`src/rtl/cpx_dot_prod_stream.sv`:
```
// cpx_dot_prod_stream
// Streaming complex dot product. Accepts paired complex samples (x, y) and
// accumulates x*y, or x*conj(y) when conj_y is set for that sample, over a
// frame of max(frame_len,1) samples. One scaled complex result per frame is
// presented on a valid/ready output with tlast pulsing alongside tvalid.
//
// Pipeline: S1 partial products, S2 complex product, S3 accumulate / output.
// A pending, un-accepted result freezes the whole block (single global enable).
//
// Ports:
//   clk, rst                 clock, synchronous active-high reset
//   frame_len                samples per frame, latched on the first sample
//   conj_y                   per-sample conjugate select
//   m_axis_x_tvalid, xi, xq  x sample stream
//   m_axis_y_tvalid, yi, yq  y sample stream
//   xy_tready                pair accepted when both valids and this are high
//   m_axis_product_tready    downstream ready
//   s_axis_product_tvalid/tlast, i, q   result
//
// Build option: define DOT_PROD_SAT_EN to saturate the narrowed result
// instead of wrapping it.
module cpx_dot_prod_stream #(
    parameter int X_BITS    = 12,
    parameter int Y_BITS    = 12,
    parameter int LEN_BITS  = 8,
    parameter int ACC_BITS  = 33,
    parameter int OUT_BITS  = 24,
    parameter int OUT_SHIFT = 0
) (
    input  logic                       clk,
    input  logic                       rst,
    input  logic [LEN_BITS-1:0]        frame_len,
    input  logic                       conj_y,
    input  logic                       m_axis_x_tvalid,
    input  logic signed [X_BITS-1:0]   xi,
    input  logic signed [X_BITS-1:0]   xq,
    input  logic                       m_axis_y_tvalid,
    input  logic signed [Y_BITS-1:0]   yi,
    input  logic signed [Y_BITS-1:0]   yq,
    output logic                       xy_tready,
    input  logic                       m_axis_product_tready,
    output logic                       s_axis_product_tvalid,
    output logic                       s_axis_product_tlast,
    output logic signed [OUT_BITS-1:0] i,
    output logic signed [OUT_BITS-1:0] q
);

    localparam int PW = X_BITS + Y_BITS;

`ifdef DOT_PROD_SAT_EN
    localparam logic signed [ACC_BITS-1:0] SAT_MAX =
        {{(ACC_BITS-OUT_BITS+1){1'b0}}, {(OUT_BITS-1){1'b1}}};
    localparam logic signed [ACC_BITS-1:0] SAT_MIN =
        {{(ACC_BITS-OUT_BITS+1){1'b1}}, {(OUT_BITS-1){1'b0}}};
`endif

    function automatic logic signed [ACC_BITS-1:0] sext(input logic signed [PW-1:0] v);
        return {{(ACC_BITS-PW){v[PW-1]}}, v};
    endfunction

    // Shift (floor) then either clamp or keep the low OUT_BITS.
    function automatic logic signed [OUT_BITS-1:0] narrow(input logic signed [ACC_BITS-1:0] v);
        logic signed [ACC_BITS-1:0] s;
        s = v >>> OUT_SHIFT;
`ifdef DOT_PROD_SAT_EN
        if (s > SAT_MAX)      return SAT_MAX[OUT_BITS-1:0];
        else if (s < SAT_MIN) return SAT_MIN[OUT_BITS-1:0];
        else                  return s[OUT_BITS-1:0];
`else
        return s[OUT_BITS-1:0];
`endif
    endfunction

    // Control
    logic                en;
    logic                accept;
    logic [LEN_BITS-1:0] cnt;
    logic [LEN_BITS-1:0] len_q;
    logic [LEN_BITS-1:0] eff_len;
    logic                is_last;

    // vld_pipe[0]: S1 valid, vld_pipe[1]: S2 valid
    logic [1:0]          vld_pipe;
    logic [1:0]          last_pipe;

    logic signed [PW-1:0]       s1_ii, s1_qq, s1_qi, s1_iq;
    logic                       s1_conj;
    logic signed [ACC_BITS-1:0] s2_pi, s2_pq;
    logic signed [ACC_BITS-1:0] acc_i, acc_q;
    logic signed [ACC_BITS-1:0] sum_i, sum_q;

    assign en        = !(s_axis_product_tvalid && !m_axis_product_tready);
    assign xy_tready = en;
    assign accept    = m_axis_x_tvalid && m_axis_y_tvalid && en;

    // Length is taken live on the first sample of a frame, from len_q after.
    assign eff_len = (cnt == '0) ? ((frame_len == '0) ? LEN_BITS'(1) : frame_len) : len_q;
    assign is_last = (cnt == eff_len - LEN_BITS'(1));

    assign sum_i = acc_i + s2_pi;
    assign sum_q = acc_q + s2_pq;

    assign s_axis_product_tlast = s_axis_product_tvalid;

    always_ff @(posedge clk) begin
        if (rst) begin
            cnt                   <= '0;
            len_q                 <= '0;
            vld_pipe              <= '0;
            last_pipe             <= '0;
            s1_ii                 <= '0;
            s1_qq                 <= '0;
            s1_qi                 <= '0;
            s1_iq                 <= '0;
            s1_conj               <= 1'b0;
            s2_pi                 <= '0;
            s2_pq                 <= '0;
            acc_i                 <= '0;
            acc_q                 <= '0;
            s_axis_product_tvalid <= 1'b0;
            i                     <= '0;
            q                     <= '0;
        end else if (en) begin
            // Frame counter
            if (accept) begin
                if (cnt == '0) len_q <= eff_len;
                cnt <= is_last ? '0 : cnt + LEN_BITS'(1);
            end

            // S1: partial products
            vld_pipe[0]  <= accept;
            last_pipe[0] <= accept && is_last;
            if (accept) begin
                s1_ii   <= xi * yi;
                s1_qq   <= xq * yq;
                s1_qi   <= xq * yi;
                s1_iq   <= xi * yq;
                s1_conj <= conj_y;
            end

            // S2: complex product
            vld_pipe[1]  <= vld_pipe[0];
            last_pipe[1] <= last_pipe[0];
            if (vld_pipe[0]) begin
                s2_pi <= s1_conj ? sext(s1_ii) + sext(s1_qq) : sext(s1_ii) - sext(s1_qq);
                s2_pq <= s1_conj ? sext(s1_qi) - sext(s1_iq) : sext(s1_qi) + sext(s1_iq);
            end

            // S3: accumulate; a last element dumps into the output register.
            // With en high, a held result is being taken this edge, so tvalid
            // simply follows whether a new result lands.
            s_axis_product_tvalid <= vld_pipe[1] && last_pipe[1];
            if (vld_pipe[1]) begin
                if (last_pipe[1]) begin
                    i     <= narrow(sum_i);
                    q     <= narrow(sum_q);
                    acc_i <= '0;
                    acc_q <= '0;
                end else begin
                    acc_i <= sum_i;
                    acc_q <= sum_q;
                end
            end
        end
    end

endmodule

```
`config.mk`:
```
export PLATFORM = sky130hd
export DESIGN_NAME = cpx_dot_prod_stream
export DESIGN_NICKNAME = d
export VERILOG_FILES = /design/src/rtl/cpx_dot_prod_stream.sv
export SDC_FILE = /design/constraint.sdc
export NUM_CORES = 2
export LEC_CHECK = 0
export CAP_MARGIN = 10
export CORE_ASPECT_RATIO = 0.7
export CORE_MARGIN = 3
export CORE_UTILIZATION = 35
export DETAILED_ROUTE_END_ITERATION = 7
export PLACE_DENSITY_LB_ADDON = 0.3
export SYNTH_ARGS = -nofsm -noshare
export SYNTH_HDL_FRONTEND = slang
export SYNTH_SLANG_ARGS = --single-unit
```
`constraint.sdc`:
```
create_clock -name clk -period 8.37 [get_ports clk]
set_clock_uncertainty 0.15 [all_clocks]
set_input_delay 1.674 -clock clk [delete_from_list [all_inputs] [get_ports clk]]
set_output_delay 1.674 -clock clk [all_outputs]
set_load 0.1 [all_outputs]
```
==> Word-level counts from Yosys, hierarchy flattened <==
Index checks and enable logic that the tools add are counted.
{ "totals": {"wordCells": 51, "in_bits": 62, "regBits": 298, "output_inout_bits": 51} }
{ "classes": {"mul": 4, "reduce_logical": 14, "n_eq_ne": 1, "bitwise_logic": 1, "mux": 7, "addsub": 8} }
{ "ops": {"columns": ["op", "n"], "rows": [
  ["2-to-1 mux 33 bit", 4],
  ["multiplier 12 x 12 -> 24 bit", 4],
  ["adder 33 bit", 2],
  ["adder 24 x 24 -> 25 bit", 2],
  ["subtractor 24 x 24 -> 25 bit", 2],
  ["2-to-1 mux 8 bit", 3],
  ["zero test 8 bit", 2],
  ["adder 8 x 1 -> 8 bit, second input constant", 1],
  ["equality test 8 bit", 1],
  ["subtractor 8 x 1 -> 8 bit, second input constant", 1],
  ["AND reduction 2 bit", 3],
  ["AND reduction 3 bit", 2],
  ["logical AND 1 bit", 5],
  ["zero test 1 bit", 2],
  ["inverter 1 bit", 1]
]} }

==> Longest topological paths before layout <==
{ "depth": {"depth_word": 6, "ltp_mapped": 23, "depth_no_buf": 21} }

==> Least setup slack after synthesis <==
OpenSTA, ideal clock, no wires.
{ "synth_path": {"kind": "input-to-reg", "from": "input port yq[0]", "to": "register s1_qq[23]", "setup_slack_ps": 1217, "setup_time_ps": 117, "t_arrival_ps": 6886, "required_ps": 8103, "path_stages": 22, "n_path_buf": 1, "cell_sequence": "clkbuf_1 -> nand2_1 -> inv_1 -> fa_1 -> inv_1 -> fa_1 -> fa_1 -> inv_1 -> fa_1 -> inv_1 -> fa_1 -> inv_1 -> ha_1 -> a21o_1 -> a21oi_1 -> nand3b_1 -> a41o_1 -> o41a_1 -> a211oi_1 -> a21oi_1 -> xnor2_1 -> a22o_1"} }
{ "synth_between": {"elab_chain_len": 1} }
{ "synth_lines": {"columns": ["element", "line_no", "source"], "rows": [
  ["start, declared", "39", "input logic signed [Y_BITS-1:0] yq,"],
  ["multiplier 12 x 12 -> 24 bit", "135", "s1_qq <= xq * yq;"],
  ["end signal, assigned", "135", null],
  ["end, declared", "86", "logic signed [PW-1:0] s1_ii, s1_qq, s1_qi, s1_iq;"]
]} }
No other way between the ends.
A chain may end at the register's enable or synchronous reset.

==> Final worst setup path <==
{ "layout_path": {"from": "input port yi[1]", "to": "register s1_qi[23]"} }
{ "layout_between": {"elab_chain_len": 1} }
{ "layout_lines": {"columns": ["element", "line_no", "source"], "rows": [
  ["start, declared", "38", "input logic signed [Y_BITS-1:0] yi,"],
  ["multiplier 12 x 12 -> 24 bit", "136", "s1_qi <= xq * yi;"],
  ["end signal, assigned", "136", null],
  ["end, declared", "86", null]
]} }
No other way between the ends.

==> impl_metrics.ini <==
[floorplanning]
pin_count = 113
dieWidth_um = 389
coreArea_um2 = 101000
start_util_pct = 35.6
fp-row-count = 97
die_area_um2 = 107000
die_h_um = 274

[power]
power.total_mw = 14.7
powerDensity_nw_per_um2 = 368
p_leak_nw = 18.7
vdd_drop_max_uv = 305

[worst_setup_path]
reg2reg_from = s1_iq[0]$_SDFFE_PP0P_
cp_slowest_cell = clkdlybuf4s50_1
crit_start = yi[1]
cp.required_ps = 8710
cp_top_family = adder cells
r2r_slack_ps = 3730
r2r-end = s2_pq[22]$_SDFFE_PP0P_
r2r_cells = 14
crit_path_end_kind = register
crit_arrival_ps = 7970
timing.setup.critical_path_class = input pin to register
crit_fanout = 12
cp_num_buf_inv = 5
critPathMostFrequentCell = fa_1
slowest_delay_ps = 980
setup.worst_path.start_class = input pin
cp_cell_sequence = clkdlybuf4s50_1, buf_4, nand2_1, fa_1, inv_1, ha_1, fa_1, inv_1, fa_1, fa_1, inv_1, ha_1, nor2b_1, o21ai_0, a21oi_1, o21ai_0, a21oi_1, a211oi_1, a21oi_1, mux2i_1, nor2_1

[synth]
yosys.area.top_type = fa_1
synth_seq_cells = 262
ys_types = 91
ys_seq_area_share_pct = 14.6
yosys.cell_count.top_type = nand2_1
synth-main-ff-cell = dfxtp_1
async_reset_ff_share_pct = 0
synthCells = 4289
synth.cell_area_um2 = 36000
yosys_warnings = 0
synth_common_cells = 730 x nand2_1, 696 x inv_1, 556 x fa_1
syn-num-nets = 5208
netlist_top_cells_area = fa_1 31%, dfxtp_1 15%, ha_1 10%, nand2_1 7.6%, inv_1 7.3%
synth-edff-count = 0
synth_top_area_share_pct = 30.9
synth_area_per_cell_um2 = 8.39

[clock_network]
clk_path_buf_depth = 3
post_cts_buffers = 0
cts_made_buffers = 29
post_cts_resized = 0
clk_latency_ps = 600
clock_sinks = 262
clockRootBuffer = clkbuf_16
holdBufCountCts = 0
clk_pin_slew_ps = 60
htree_levels = 1
cts_tree = yes

[global_route]
grt_max_degree = 149
antenna_found_initial = 5
track_usage_pct = 19.0
grt-ovfl-total = 0
first_global_vias = 29500
grt_pass1_wl_mm = 163

[drt]
drc = 0
drt-initial-drc-count = 1672
via_count = 28400
first_pass_iters = 5
wl_per_cell_um = 17.4
viasPerCell = 4.98
wl_mm = 99.1
antenna_left = 0

[hold_path]
worstHoldStart = q[1]$_SDFFE_PP0P_
hold-path-endpoint = q[1]$_SDFFE_PP0P_
min_path_type = register to register
holdPathStages = 2

[timing]
maxSlewHeadroom_pct = 27.9
worst_pin_slew_ps = 1080
whs_ps = 303
maxSlewViolCount = 0
setup-tns-final_ps = 0
period_minus_slack_ps = 7630
fin_crit_sh_pct = 91.2
rsz0062_at_grt = false
finalHoldViolCount = 0
setup_viol_count_final = 0
fmaxAchievable_ghz = 0.131

[placement]
place.gp.congestion = 0.865
port_buffers = 112
hpwl_mm = 79.6
place_area_um2 = 39000

[job]
maxCapViolations = 0

[finish]
fin_area_um2 = 40000
drive_above_1_share_pct = 3.99
syn2layout_area_growth_pct = 11.0
nFillCells = 10300
multi_input_area_um2 = 27400
seq_area_um2 = 5250
finalNetCount = 5262

[run_status]
outcome = finished, final reports clean
[power breakdown]
| part | leakage (nW) | switching, mW | total [mW] | internal [mW] |
|---|---|---|---|---|
| clock | 0.486 | 0.582 | 1.38 | 0.798 |
| combinational | 16.1 | 6.77 | 11.8 | 5.01 |
| sequential | 2.13 | 0.159 | 1.55 | 1.39 |
| total | 18.7 | 7.51 | 14.7 | 7.20 |
[state kept, by name, indices dropped and copies added, names as in the netlist]
signal and cells:
vld_pipe 2, len_q 8, s1_qq 24, s_axis_product_tlast 1
s2_pi 24, s2_pq 24, s1_qi 24, acc_q 24
s1_ii 24, i 24, s1_iq 24, s1_conj 1
acc_i 24, cnt 8, q 24, last_pipe 2
[area by class of cell]
| class | instances | share of cell area (%) |
|---|---|---|
| tap | 1336 | 4.18 |
| clock buffer | 41 | 2.00 |
| clock inverter | 13 | 0.504 |
| antenna | 3 | 0.0188 |
| sequential | 262 | 13.1 |
| multi-input combinational | 3139 | 68.6 |
| timing repair buffer | 213 | 5.02 |
| inverter | 698 | 6.55 |
[placed cells by master (no fill, tap or decap), types with 44 or more instances in the layout]
| cell | instances |
|---|---|
| o21ai_0 | 66 |
| clkdlybuf4s50_1 | 111 |
| fa_1 | 556 |
| xor2_1 | 56 |
| nand3_1 | 47 |
| a21o_1 | 44 |
| nor2_1 | 226 |
| inv_1 | 696 |
| nor3_1 | 54 |
| and2_1 | 176 |
| dfxtp_1 | 262 |
| nand2_1 | 729 |
| ha_1 | 301 |
| buf_4 | 91 |
| xnor2_1 | 171 |
| a21oi_1 | 305 |
[metrics by stage]
stage / utilization (%) / setup slack [ps] / instances
3_5_place_dp: 38.6 / 224 / 5648
6_report: 39.6 / 735 / 5705
4_1_cts: 39.6 / 862 / 5702
5_1_grt: 39.6 / 428 / 5704
2_1_floorplan: - / 1220 / 4289
3_3_place_gp: 38.6 / 286 / 5648
[per-layer routing]
metal	global-route usage, %	vias up	share of wire, %
met3	2.73	101	5.3
li1	-	13600	-
met1	27.6	14100	49
met2	30.4	578	44
met4	3.29	4	1.7
met5	0	-	0.023
[worst min-delay path: cells and delay by family, from the launching register on]
family,cells,cell delay (ps)
compound gates,1,50
simple gates,1,50
flops,1,300
[how the worst max path moves through the flow]
stage | to | slack (ps) | depth (start not counted)
after global placement | s1_qi[23]$_SDFFE_PP0P_ | 290 | 21
after global routing | s1_qi[23]$_SDFFE_PP0P_ | 430 | 21
after CTS | s1_qi[23]$_SDFFE_PP0P_ | 860 | 21
after floorplan | s1_qq[23]$_SDFFE_PP0P_ | 1220 | 22
final | s1_qi[23]$_SDFFE_PP0P_ | 740 | 21
after detailed placement | s1_qi[23]$_SDFFE_PP0P_ | 220 | 21
[kinds of logic (layout without fill, tap and decap cells)]
group                    count (synthesis)  count (layout)  synth area share (%)
multiplexers                            18              18                 0.521
XOR/XNOR                               230             230                  5.70
AO/OA/AOI/OAI                          642             642                  11.0
AND/OR/NAND/NOR                       1392            1392                  17.5
flip-flops                             262             262                  14.6
buffers and inverters                  888             965                  9.33
other                                    0               3                     0
adder cells (fa/ha/maj)                857             857                  41.4
Note: power is estimated with default switching activity, not from simulation.
